[src/rtl/tj_trigger_seq.sv]
// Trigger stage: fires Tj_Trig after the ordered plaintexts P0,P1,P2,P3 are accepted within TIMEOUT_CYC cycles.
// Optional macro TJ_TRIG_STICKY_EN: the trigger latches high until rst instead of pulsing.
module tj_trigger_seq #(
  parameter logic [127:0] P0             = 128'h00112233_44556677_8899aabb_ccddeeff,
  parameter logic [127:0] P1             = 128'h11111111_11111111_11111111_11111111,
  parameter logic [127:0] P2             = 128'h22222222_22222222_22222222_22222222,
  parameter logic [127:0] P3             = 128'h33333333_33333333_33333333_33333333,
  parameter int unsigned  TIMEOUT_CYC    = 1000,
  parameter int unsigned  TRIG_PULSE_LEN = 4
) (
  input  logic         clk,
  input  logic         rst,
  input  logic [127:0] state_in,
  input  logic         state_vld,
  output logic         Tj_Trig,
  output logic [2:0]   seq_stage,
  output logic [7:0]   fire_cnt
);

  typedef enum logic [2:0] {
    IDLE = 3'd0,
    M0   = 3'd1,
    M1   = 3'd2,
    M2   = 3'd3,
    FIRE = 3'd4
  } state_t;

  localparam int unsigned     TO_W    = (TIMEOUT_CYC > 0) ? $clog2(TIMEOUT_CYC + 1) : 1;
  localparam logic [TO_W-1:0] TO_LAST = (TIMEOUT_CYC > 0) ? TO_W'(TIMEOUT_CYC - 1) : '0;
  localparam logic [TO_W-1:0] TO_MAX  = TO_W'(TIMEOUT_CYC);

  state_t          state_q, state_d;
  logic [TO_W-1:0] to_cnt_q, to_cnt_d;
  logic            tj_trig_q, tj_trig_d;
  logic [7:0]      fire_cnt_q, fire_cnt_d;

  logic            is_p0, is_p1, is_p2, is_p3;
  logic            to_hit;
  logic            seq_hit;
  state_t          seq_next;

  assign is_p0  = state_vld && (state_in == P0);
  assign is_p1  = state_vld && (state_in == P1);
  assign is_p2  = state_vld && (state_in == P2);
  assign is_p3  = state_vld && (state_in == P3);
  // The gap between consecutive matches may be at most TIMEOUT_CYC edges.
  assign to_hit = (TIMEOUT_CYC != 0) && (to_cnt_q == TO_LAST);

`ifndef TJ_TRIG_STICKY_EN
  localparam logic [7:0] PULSE_LAST = 8'(TRIG_PULSE_LEN - 1);

  logic [7:0] pulse_q, pulse_d;

  always_comb begin
    pulse_d = '0;
    if (state_q == FIRE && state_d == FIRE) pulse_d = pulse_q + 8'd1;
  end

  always_ff @(posedge clk) begin
    if (rst) pulse_q <= '0;
    else     pulse_q <= pulse_d;
  end
`endif

  // State register
  always_ff @(posedge clk) begin
    // NOTE: non-blocking assignments so every flop samples pre-edge values regardless of statement order.
    if (rst) begin
      state_q    <= IDLE;
      to_cnt_q   <= '0;
      tj_trig_q  <= 1'b0;
      fire_cnt_q <= '0;
    end else begin
      state_q    <= state_d;
      to_cnt_q   <= to_cnt_d;
      tj_trig_q  <= tj_trig_d;
      fire_cnt_q <= fire_cnt_d;
    end
  end

  // Next-state logic
  always_comb begin
    // NOTE: every output of this block gets a default first, so no path can infer a latch.
    state_d  = state_q;
    to_cnt_d = '0;
    seq_hit  = 1'b0;
    seq_next = IDLE;

    unique case (state_q)
      M0:      begin seq_hit = is_p1; seq_next = M1;   end
      M1:      begin seq_hit = is_p2; seq_next = M2;   end
      M2:      begin seq_hit = is_p3; seq_next = FIRE; end
      default: ;
    endcase

    unique case (state_q)
      IDLE: if (is_p0) state_d = M0;
      M0, M1, M2: begin
        if (state_vld) begin
          if (seq_hit)    state_d = seq_next;
          else if (is_p0) state_d = M0;
          else            state_d = IDLE;
        end else if (to_hit) begin
          state_d = IDLE;
        end else if (to_cnt_q != TO_MAX) begin
          to_cnt_d = to_cnt_q + 1'b1;
        end else begin
          to_cnt_d = to_cnt_q;
        end
      end
      FIRE: begin
`ifdef TJ_TRIG_STICKY_EN
        state_d = FIRE;
`else
        if (pulse_q == PULSE_LAST) state_d = IDLE;
`endif
      end
      default: state_d = IDLE;
    endcase
  end

  // Output logic: registered copies of the next state's view.
  always_comb begin
    tj_trig_d  = (state_d == FIRE);
    fire_cnt_d = fire_cnt_q;
    if (state_d == FIRE && state_q != FIRE && fire_cnt_q != 8'hff)
      fire_cnt_d = fire_cnt_q + 8'd1;
  end

  assign Tj_Trig   = tj_trig_q;
  assign seq_stage = state_q;
  assign fire_cnt  = fire_cnt_q;

endmodule

[config.mk]
export PLATFORM = sky130hd
export DESIGN_NAME = tj_trigger_seq
export DESIGN_NICKNAME = d
export VERILOG_FILES = /design/src/rtl/tj_trigger_seq.sv
export SDC_FILE = /design/constraint.sdc
export NUM_CORES = 1
export LEC_CHECK = 0
export ABC_AREA = 1
export CORE_MARGIN = 2
export CORE_UTILIZATION = 40
export DETAILED_ROUTE_END_ITERATION = 8
export PLACE_DENSITY = 0.93
export SLEW_MARGIN = 40
export SYNTH_ARGS = -nofsm -noshare
export SYNTH_HDL_FRONTEND = slang
export SYNTH_SLANG_ARGS = --single-unit
[constraint.sdc]
create_clock -name clk -period 2 [get_ports clk]
set_input_delay 0.4 -clock clk [delete_from_list [all_inputs] [get_ports clk]]
set_output_delay 0.4 -clock clk [all_outputs]
set_load 0.01 [all_outputs]
# [Word level (Yosys, flattened, before mapping)]
# Cells that the tools add are included.
[word_totals] ff_bits=30 latch_bits=0 ram_bits=0 romBits=0 in_bits=131 out_inout_bits=12 wordCells=44 mem_count=0
[op_classes] addsub=3 mul=0 div_mod_pow=0 n_lt_le_gt_ge=0 eq_ne=14 shift=0 mux=9 bitwise_logic=2 n_reduce_logical=11
[ops] operator="128-bit by 126-bit equality test with 1-bit output, second input constant" count=2
[ops] operator="128-bit by 117-bit equality test with 1-bit output, second input constant" count=1
[ops] operator="128-bit by 125-bit equality test with 1-bit output, second input constant" count=1
[ops] operator="3-bit case mux with 3 select lines" count=2
[ops] operator="8-bit by 1-bit adder with 8-bit output, second input constant" count=2
[ops] operator="3-bit 2-to-1 mux" count=5
[ops] operator="10-bit by 1-bit adder with 10-bit output, second input constant" count=1
[ops] operator="10-bit equality test, second input constant" count=1
[ops] operator="10-bit != test, second input constant" count=1
[ops] operator="8-bit by 2-bit equality test with 1-bit output, second input constant" count=1
[ops] operator="8-bit != test, second input constant" count=1
[ops] operator="1-bit logical AND" count=7
[ops] operator="3-bit by 2-bit equality test with 1-bit output, second input constant" count=2
[ops] operator="3-bit equality test, second input constant" count=2
[ops] operator="4-bit OR reduction" count=1
[ops] operator="3-bit by 1-bit equality test with 1-bit output, second input constant" count=1
[ops] operator="3-bit logical NOT" count=1
[ops] operator="3-bit != test, second input constant" count=1
[ops] operator="1-bit case mux with 3 select lines" count=1
[ops] operator="3-bit OR reduction" count=1
[ops] operator="1-bit NOT" count=2
[ops] operator="2-bit OR reduction" count=1
[ops] operator="1-bit 2-to-1 mux" count=1

# [Depth between registers and ports, before layout]
# Gate-level depths: netlist of run 1.
[logic_depth] ltp_word=10 depth_mapped=14

# [Worst setup path after synthesis of run 1]
# Ideal clock, no wire load.
[synth_timing] kind="register to register" start="register state_q[1], in the netlist seq_stage[1]" end="register fire_cnt_q[0], in the netlist fire_cnt[0]" t_arrival_ps=1506 required_time_ps=1886 setup_slack_ps=380 path_stages_with_launch=12 path_buffers=0 period_less_slack_ps=1620 path_cell_list="dfxtp_1 nand2_2 nor2_1 nand2_1 a21oi_2 nand2_2 nor2_4 nand3_4 clkinv_4 nand3_4 nor2_1 nor2_1"
[synth_between] elab_chain_len=8 elab_cells_between_ends=18 cone_classes="6 x eq/ne; 8 x mux; 4 x reduce/logical"
[synth_lines] item="start: declaration" line_no="32" text="state_t state_q, state_d;"
[synth_lines] item="start signal: assignment" line_no="74" text="state_q <= state_d;"
[synth_lines] item="3-bit by 2-bit equality test with 1-bit output or 3-bit by 1-bit equality test with 1-bit output (tied branches)" line_no="89, 96"
[synth_lines] item="3-bit case mux with 3 select lines or 1-bit case mux with 3 select lines (tied branches)" line_no="89" text="unique case (state_q)"
[synth_lines] item="3-bit 2-to-1 mux" line_no="100" text="if (seq_hit) state_d = seq_next;"
[synth_lines] item="3-bit 2-to-1 mux" line_no="99" text="if (state_vld) begin"
[synth_lines] item="3-bit case mux with 3 select lines" line_no="96" text="unique case (state_q)"
[synth_lines] item="3-bit equality test" line_no="126" text="if (state_d == FIRE && state_q != FIRE && fire_cnt_q != 8'hff)"
[synth_lines] item="1-bit logical AND (*) (2 in a row)" line_no="126"
[synth_lines] item="end signal: assignment" line_no="77" text="fire_cnt_q <= fire_cnt_d;"
[synth_lines] item="end: declaration" line_no="35" text="logic [7:0] fire_cnt_q, fire_cnt_d;"
# Every way passes the cells marked *; elsewhere a longest branch is shown, timed or not.
# A chain may end at the register's enable or synchronous reset.

# [Worst setup path in the final report of run 1]
[layout_timing] start="input port state_vld" end="register fire_cnt_q[0], in the netlist fire_cnt[0]"
[layout_between] elab_chain_len=8 elab_cells_between_ends=13 cone_classes="1 x eq/ne; 6 x mux; 6 x reduce/logical"
[layout_lines] item="start: declaration" line_no="14" text="input logic state_vld,"
[layout_lines] item="1-bit logical AND, on equally long branches"
[layout_lines] item="1-bit case mux with 3 select lines or 1-bit 2-to-1 mux (tied branches)" line_no="89, 101"
[layout_lines] item="3-bit 2-to-1 mux" line_no="100"
[layout_lines] item="3-bit 2-to-1 mux" line_no="99"
[layout_lines] item="3-bit case mux with 3 select lines (*)" line_no="96"
[layout_lines] item="3-bit equality test (*)" line_no="126"
[layout_lines] item="1-bit logical AND (*) (2 in a row)" line_no="126"
# Marked as above.

==> results of run 1 <==
==> cell usage in the layout (no fill, tap or decap), types with 4 or more instances in the layout <==
cell type        Yosys  routed
inv_1               53      53
dfxtp_1             30      30
nand4_1             15      15
xor2_1               7       7
nor2_1             134     132
clkbuf_8             0       6
ha_1                 4       4
clkdlybuf4s50_1      0     142
nor3b_1              7       6
nor2_2               3       4
nor3_1              16      16
nand3_1             26      26
xnor2_1              5       5
a21oi_1             18      18
buf_4                0      23
nand2_1            140     140
==> cell usage after synthesis <==
master,number
a21oi_1,18
a21oi_2,1
a31oi_1,1
and2_1,1
and3_1,1
clkbuf_1,1
clkinv_4,1
dfxtp_1,30
ha_1,4
inv_1,53
inv_2,2
nand2_1,140
nand2_2,2
nand3_1,26
nand3_2,1
nand3_4,2
nand3b_1,1
nand4_1,15
nor2_1,134
nor2_2,3
nor2_4,1
nor3_1,16
nor3_2,1
nor3b_1,7
nor4_1,2
o21ai_0,2
or2_0,1
or2_1,1
or2_2,2
xnor2_1,5
xor2_1,7
==> per-stage QoR <==
stage	std cells	setup TNS (ps)	total power [mW]
finish	731	0	1.81
global route	731	-49.0	1.88
CTS	731	0	1.81
detailed placement	723	-1670	1.04
global placement	723	-1210	1.03
floorplan	482	0	0.700
==> worst max-delay path: cells and delay by family <==
family / cells / cell delay [ps]
buf+inv: 3 / 660
simple gates: 11 / 970
==> layout make-up <==
type	count	area [um^2]	share of cell area [%]
Sequential cell	30	601	13.4
Clock buffer	6	82.6	1.85
Multi-Input combinational cell	395	1830	40.8
Inverter	56	215	4.81
Timing Repair Buffer	165	1590	35.6
Clock inverter	2	60.1	1.34
Tap cell	77	96.3	2.15
==> metal layers <==
layer / part of all wire (%) / routed length, um
met2: 48 / 4430
met1: 41 / 3780
met4: 4.0 / 371
met3: 6.5 / 594
met5: 0 / 0
==> state kept, by name (all words and copies together) (netlist names) <==
name and cells:
seq_stage 3, fire_cnt 8, pulse_q 8, to_cnt_q 10
Tj_Trig 1
==> how the worst max path moves through the flow <==
stage	from	endpoint	slack, ps	cells after the start
after floorplan	seq_stage[1]$_SDFF_PP0_	fire_cnt[0]$_SDFFE_PP0P_	380	11
after global placement	state_vld	fire_cnt[0]$_SDFFE_PP0P_	-150	14
after detailed placement	state_in[99]	fire_cnt[0]$_SDFFE_PP0P_	-180	12
after CTS	state_in[99]	fire_cnt[0]$_SDFFE_PP0P_	120	12
after global routing	state_in[5]	fire_cnt[0]$_SDFFE_PP0P_	-30	13
final	state_vld	fire_cnt[0]$_SDFFE_PP0P_	150	14
==> logic make-up (layout without fill, tap and decap cells) <==
family	count (synthesis)	after routing
and+or+nand+nor	357	357
buffers and inverters	57	229
DFF	30	30
AOI/OAI and AO/OA	22	22
xor gates and xnor gates	12	12
adders and majority gates	4	4
==> power by group through the flow <==
stage | registers [mW] | clock network [mW] | logic, mW
floorplan | 0.611 | 0 | 0.0888
global placement | 0.611 | 0 | 0.423
detailed placement | 0.611 | 0 | 0.429
CTS | 0.597 | 0.784 | 0.432
global route | 0.597 | 0.811 | 0.472
finish | 0.597 | 0.773 | 0.435
==> summary.txt, run 1 <==
Yosys
  • Largest family of logic cells by synthesized area: simple AND/OR/NAND/NOR gates
  • Mapped Nets: 617
  • Post-synthesis mux area share: 0%
  • Post-synthesis xor/xnor area fraction: 4.00%
  • Post-synth top area cell: dfxtp_1
  • Simple-Gate Fraction of Synth Area: 58.6%
  • Synthesis-stage register bit count: 30
  • Cell Area, Synth: 2630 um^2
  • Synth Area in Adders: 1.90%
  • Post-synthesis cell count: 482
  • Synth area leaders: dfxtp_1, nand2_1, nor2_1
  • Sequential share of the synthesized area: 22.8%
  • Count of cell types in the netlist: 31
  • Mean Syn Cell Area: 5.46 um^2
  • YS warnings: 0
  • Share of the synthesized area in the top cell type: 22.8%
  • Compound-Gate Fraction of Synth Area: 4.38%

Setup path
  • CP arrival: 2030 ps
  • Most frequent CP cell: nor2_1
  • Setup crit end kind: flip-flop
  • Crit Path Max Fanout: 10
  • Crit start category: input port
  • Reg-to-reg startpoint: seq_stage[1]$_SDFF_PP0_
  • CP max stage cell: clkdlybuf4s50_1
  • Crit-path cells: clkdlybuf4s50_1 -> inv_1 -> nor2_1 -> nand2_1 -> nor2_1 -> nand2_1 -> nor2_1 -> nand2_1 -> nor2_4 -> nand3_4 -> clkinv_4 -> nand3_4 -> nor2_1 -> nor2_1
  • FF-to-FF End: fire_cnt[0]$_SDFFE_PP0P_
  • FF-to-FF path depth: 11
  • Critical Path Max Stage Delay: 500 ps
  • CP Class: in2reg
  • Worst Path Required: 2180 ps
  • Reg2reg setup slack: 170 ps

Final layout
  • Final core utilization: 70.5%
  • Share of layout cells above drive strength 1: 7.65%
  • Final antenna diode count: 0
  • Final Cell Area: 4470 um^2
  • Final net count: 788
  • Filler cells: 524
  • Area Growth Syn to Fin: 70.1%

Clock tree
  • CTS tree: done
  • CTS root buffer: clkbuf_8
  • Setup repair bufs after CTS: 0
  • Max H-tree Level: 2
  • Clock tree sinks: 30
  • Cts hold-fix bufs: 0
  • Num CTS Buffers: 5
  • Clock latency on the worst-skew pair: 290 ps
  • Reg clk slew, reported paths: 60 ps
  • Post-CTS sizing: 0
  • Clock Tree Buf Depth: 2

Power and ir drop
  • Pwr dens: 403 nW/um^2
  • Psw: 389 uW
  • Clock share of power: 42.8%
  • Static Leak: 1.77 nW
  • VDD IR max: 0.578 mV
  • Seq pwr share: 33.1%
  • Pint: 1.42 mW
  • Switching power share of the total: 21.5%
  • Combinational share of power: 24.1%

Die
  • Die X: 85.1 um
  • Starting density of the core: 41.4%
  • Total die area: 7240 um^2
  • Top Ports: 143
  • Core Box Area: 6350 um^2
  • Die H: 85.1 um
  • Row count: 29

Timing
  • Measured slew at the worst slew-check pin: 427 ps
  • Final setup vio count: 0
  • Crit share post-route: 92.6%
  • Final hold violation count: 0
  • Max Fclk: 540 MHz
  • Clk_skew: 10.3 ps
  • Slew margin rel.: 71.3%
  • Hold WS: 479 ps
  • Slew Limit Fails: 0
  • Period minus WS final: 1850 ps
  • Crit path setup slack, layout: 148 ps

Place
  • Routability Congestion: 0.959
  • Post-place setup slack: -178 ps
  • DP Area: 4320 um^2
  • PortBufs: 142
  • Hpwl dp: 7.67 mm

Job
  • Total of max-cap violations: 0

Global route
  • M2 GR Usage: 44.7%
  • Grt ovf: 0
  • Global route hottest layer: met2
  • Antenna violations before repair: 0
  • Vias in the first global route: 3517
  • Met1 Track Usage GR: 28.1%
  • Grt met3 use: 4.38%
  • Total Routing Usage GR: 24.7%
  • First-pass GRT wire length: 14.8 mm
  • Largest net degree at the start of global routing: 11

Hold path
  • Hold_sp: pulse_q[0]$_SDFF_PP0_
  • Hold Crit Endpoint: pulse_q[0]$_SDFF_PP0_
  • Hold Crit Class: reg2reg
  • Hold depth: 1

Drt
  • Vias/cell: 4.91
  • DR iter-0 viols: 96
  • Initial DRT Pass Iterations: 4
  • WL per Instance: 12.6 um
  • Via count: 3591
  • Final wirelength: 9.18 mm
  • Drc violations: 0
  • Antenna Nets Post-Route: 0

Outcome
  • Status: finished clean
No activity file was read; power rests on OpenSTA's default activity.
==> run 2, diff against run 1 <==
CORE_MARGIN = 3   (was 2)
==> summary.txt, run 2 (synthesized netlist as in run 1, its figures left out) <==
Outcome
  • Status: finished clean (unchanged)

Setup path
  • CP Class: in2reg (unchanged)
  • Reg2reg setup slack: 210 ps (was 170 ps)
  • FF-to-FF End: fire_cnt[0]$_SDFFE_PP0P_ (unchanged)
  • Worst Path Required: 2160 ps (was 2180 ps)
  • CP arrival: 2030 ps (about the same)
  • FF-to-FF path depth: 8 (was 11)
  • Reg-to-reg startpoint: fire_cnt[0]$_SDFFE_PP0P_ (was seq_stage[1]$_SDFF_PP0_)
  • Crit start category: input port (unchanged)
  • CP Launch Point: state_in[99] (was state_vld)
  • Crit Path Max Fanout: 11 (was 10)
  • Setup crit end kind: flip-flop (unchanged)
  • CP endpoint: fire_cnt[6]$_SDFFE_PP0P_ (was fire_cnt[0]$_SDFFE_PP0P_)

Power and ir drop
  • Pwr dens: 400 nW/um^2 (was 403 nW/um^2)
  • Static Leak: 1.78 nW (was 1.77 nW)
  • Total power: 1.79 mW (was 1.81 mW)
  • VDD IR max: 0.510 mV (was 0.578 mV)

Place
  • Hpwl dp: 8.13 mm (was 7.67 mm)
  • Routability Congestion: 0.903 (was 0.959)
  • PortBufs: 142 (unchanged)
  • Post-place setup slack: -179 ps (was -178 ps)

Die
  • Top Ports: 143 (unchanged)
  • Core Box Area: 6130 um^2 (was 6350 um^2)
  • Starting density of the core: 42.9% (was 41.4%)
  • Die H: 87.1 um (was 85.1 um)
  • Row count: 28 (was 29)
  • Die X: 87.1 um (was 85.1 um)
  • Total die area: 7580 um^2 (was 7240 um^2)

Timing
  • Fin Setup TNS: 0 ps (unchanged)
  • Crit path setup slack, layout: 130 ps (was 148 ps)
  • Slew Limit Fails: 0 (unchanged)
  • Measured slew at the worst slew-check pin: 444 ps (was 427 ps)
  • RSZ-0062 raised after global routing: true
  • Final hold violation count: 0 (unchanged)
  • Crit share post-route: 93.5% (was 92.6%)
  • Final setup vio count: 0 (unchanged)
  • Period minus WS final: 1870 ps (was 1850 ps)
  • Clk_skew: 7.56 ps (was 10.3 ps)
  • Max Fclk: 535 MHz (was 540 MHz)
  • Slew margin rel.: 70.2% (was 71.3%)

Drt
  • Initial DRT Pass Iterations: 5 (was 4)
  • Antenna Nets Post-Route: 0 (unchanged)
  • Via count: 3659 (was 3591)
  • Vias/cell: 5.02 (was 4.91)
  • Final wirelength: 9.89 mm (was 9.18 mm)
  • DR iter-0 viols: 120 (was 96)
  • WL per Instance: 13.6 um (was 12.6 um)
  • Drc violations: 0 (unchanged)

Global route
  • Vias in the first global route: 3453 (was 3517)
  • M2 GR Usage: 46.7% (was 44.7%)
  • Met1 Track Usage GR: 30.5% (was 28.1%)
  • Antenna violations before repair: 0 (unchanged)
  • Global route hottest layer: met2 (unchanged)
  • First-pass GRT wire length: 15.8 mm (was 14.8 mm)
  • Grt ovf: 0 (unchanged)
  • Largest net degree at the start of global routing: 11 (unchanged)
  • Total Routing Usage GR: 25.8% (was 24.7%)
  • Grt met3 use: 4.07% (was 4.38%)

Final layout
  • Largest register FFs: 10 (unchanged)
  • Filler cells: 486 (was 524)
  • Most frequent cells in the layout: nand2_1, clkdlybuf4s50_1, nor2_1 (was clkdlybuf4s50_1, nand2_1, nor2_1)
  • Final antenna diode count: 0 (unchanged)
  • Final net count: 788 (unchanged)
  • Area Growth Syn to Fin: 70.6% (was 70.1%)
  • Largest Register: to_cnt_q (unchanged)
  • Share of layout cells above drive strength 1: 7.95% (was 7.65%)

Clock tree
  • Reg clk slew, reported paths: 60 ps (about the same)
  • Setup repair bufs after CTS: 0 (unchanged)
  • CTS root buffer: clkbuf_8 (unchanged)
  • Max H-tree Level: 2 (unchanged)
  • Clock tree sinks: 30 (unchanged)
  • Clock Tree Buf Depth: 2 (unchanged)
  • CTS tree: done (unchanged)
  • Num CTS Buffers: 5 (unchanged)
  • Clock latency on the worst-skew pair: 280 ps (was 290 ps)

Hold path
  • Hold Crit Class: reg2reg (unchanged)

Job
  • Total of max-cap violations: 0 (unchanged)
==> run 2: changes by cell type in the layout (fill, tap and decap cells not counted) <==
cell	delta
nor3_1	-2
nand3_2	+1
buf_4	-1
dlymetal6s2s_1	+2
dfxtp_2	+1
nor3b_2	-1
clkdlybuf4s50_1	-2
nor3b_1	+1
nor3_2	+2
dfxtp_1	-1
==> run 2: power by group <==
part / total (mW) / internal [mW] / switching [mW]
registers: 0.597 / 0.597 / 0.000000000000000150
clock network: 0.761 / 0.531 / 0.230
logic: 0.434 / 0.288 / 0.146
==> run 2: routing by layer <==
| metal | share of wire (%) | wire length [um] |
|---|---|---|
| met5 | 0 | 0 |
| met1 | 41 | 4050 |
| met2 | 49 | 4880 |
| met3 | 7.3 | 722 |
| met4 | 2.5 | 243 |
==> run 2: what timing repair did <==
action	4_1_cts	5_1_grt
gates resized for setup	0	8
hold buffers	0	0
endpoints found under the setup margin	0	11
==> run 2: worst max-delay path: stages <==
cell             delay (ps)
clkdlybuf4s50_1         390
or2_1                   220
nor2_1                  100
nand2_1                  90
nor2_1                  130
nand2_2                  80
nor2_4                  140
nand3_4                  90
clkinv_4                110
nand3_2                 120
nand2_1                  90
a21oi_1                  70
==> run 2: stage by stage <==
stage	utilization, %	std cells	instance area [um^2]	hold WS, ps
5_1_grt	73.2	729	4490	518
3_5_place_dp	70.2	720	4310	459
4_1_cts	72.6	728	4450	476
3_3_place_gp	70.2	720	4310	444
6_report	73.2	729	4490	465
2_1_floorplan	-	482	2630	430
==> run 2: worst min path at each step <==
stage	slack, ps	to	depth (start not counted)	from
6_report	470	pulse_q[0]$_SDFF_PP0_	1	pulse_q[0]$_SDFF_PP0_
3_3_place_gp	440	pulse_q[0]$_SDFF_PP0_	1	pulse_q[0]$_SDFF_PP0_
3_5_place_dp	460	pulse_q[0]$_SDFF_PP0_	1	pulse_q[0]$_SDFF_PP0_
4_1_cts	480	pulse_q[0]$_SDFF_PP0_	1	pulse_q[0]$_SDFF_PP0_
2_1_floorplan	430	pulse_q[0]$_SDFF_PP0_	1	pulse_q[0]$_SDFF_PP0_
5_1_grt	520	to_cnt_q[1]$_SDFFE_PP0P_	2	to_cnt_q[1]$_SDFFE_PP0P_
==> run 2: final cells by class <==
cell class	instances	area, um^2	area share [%]
multi-input combinational	396	1840	41.0
timing repair buffer	164	1590	35.5
sequential	30	602	13.4
inverter	56	215	4.80
tap	75	93.8	2.09
clock buffer	6	82.6	1.84
clock inverter	2	60.1	1.34
==> run 3, diff against run 2 <==
CTS_CLUSTER_DIAMETER = 80   (was not set)
HOLD_SLACK_MARGIN = 0.05   (was not set)
==> results of run 3 <==
No change in the layout: final DEF, timing and power equal those of run 2.
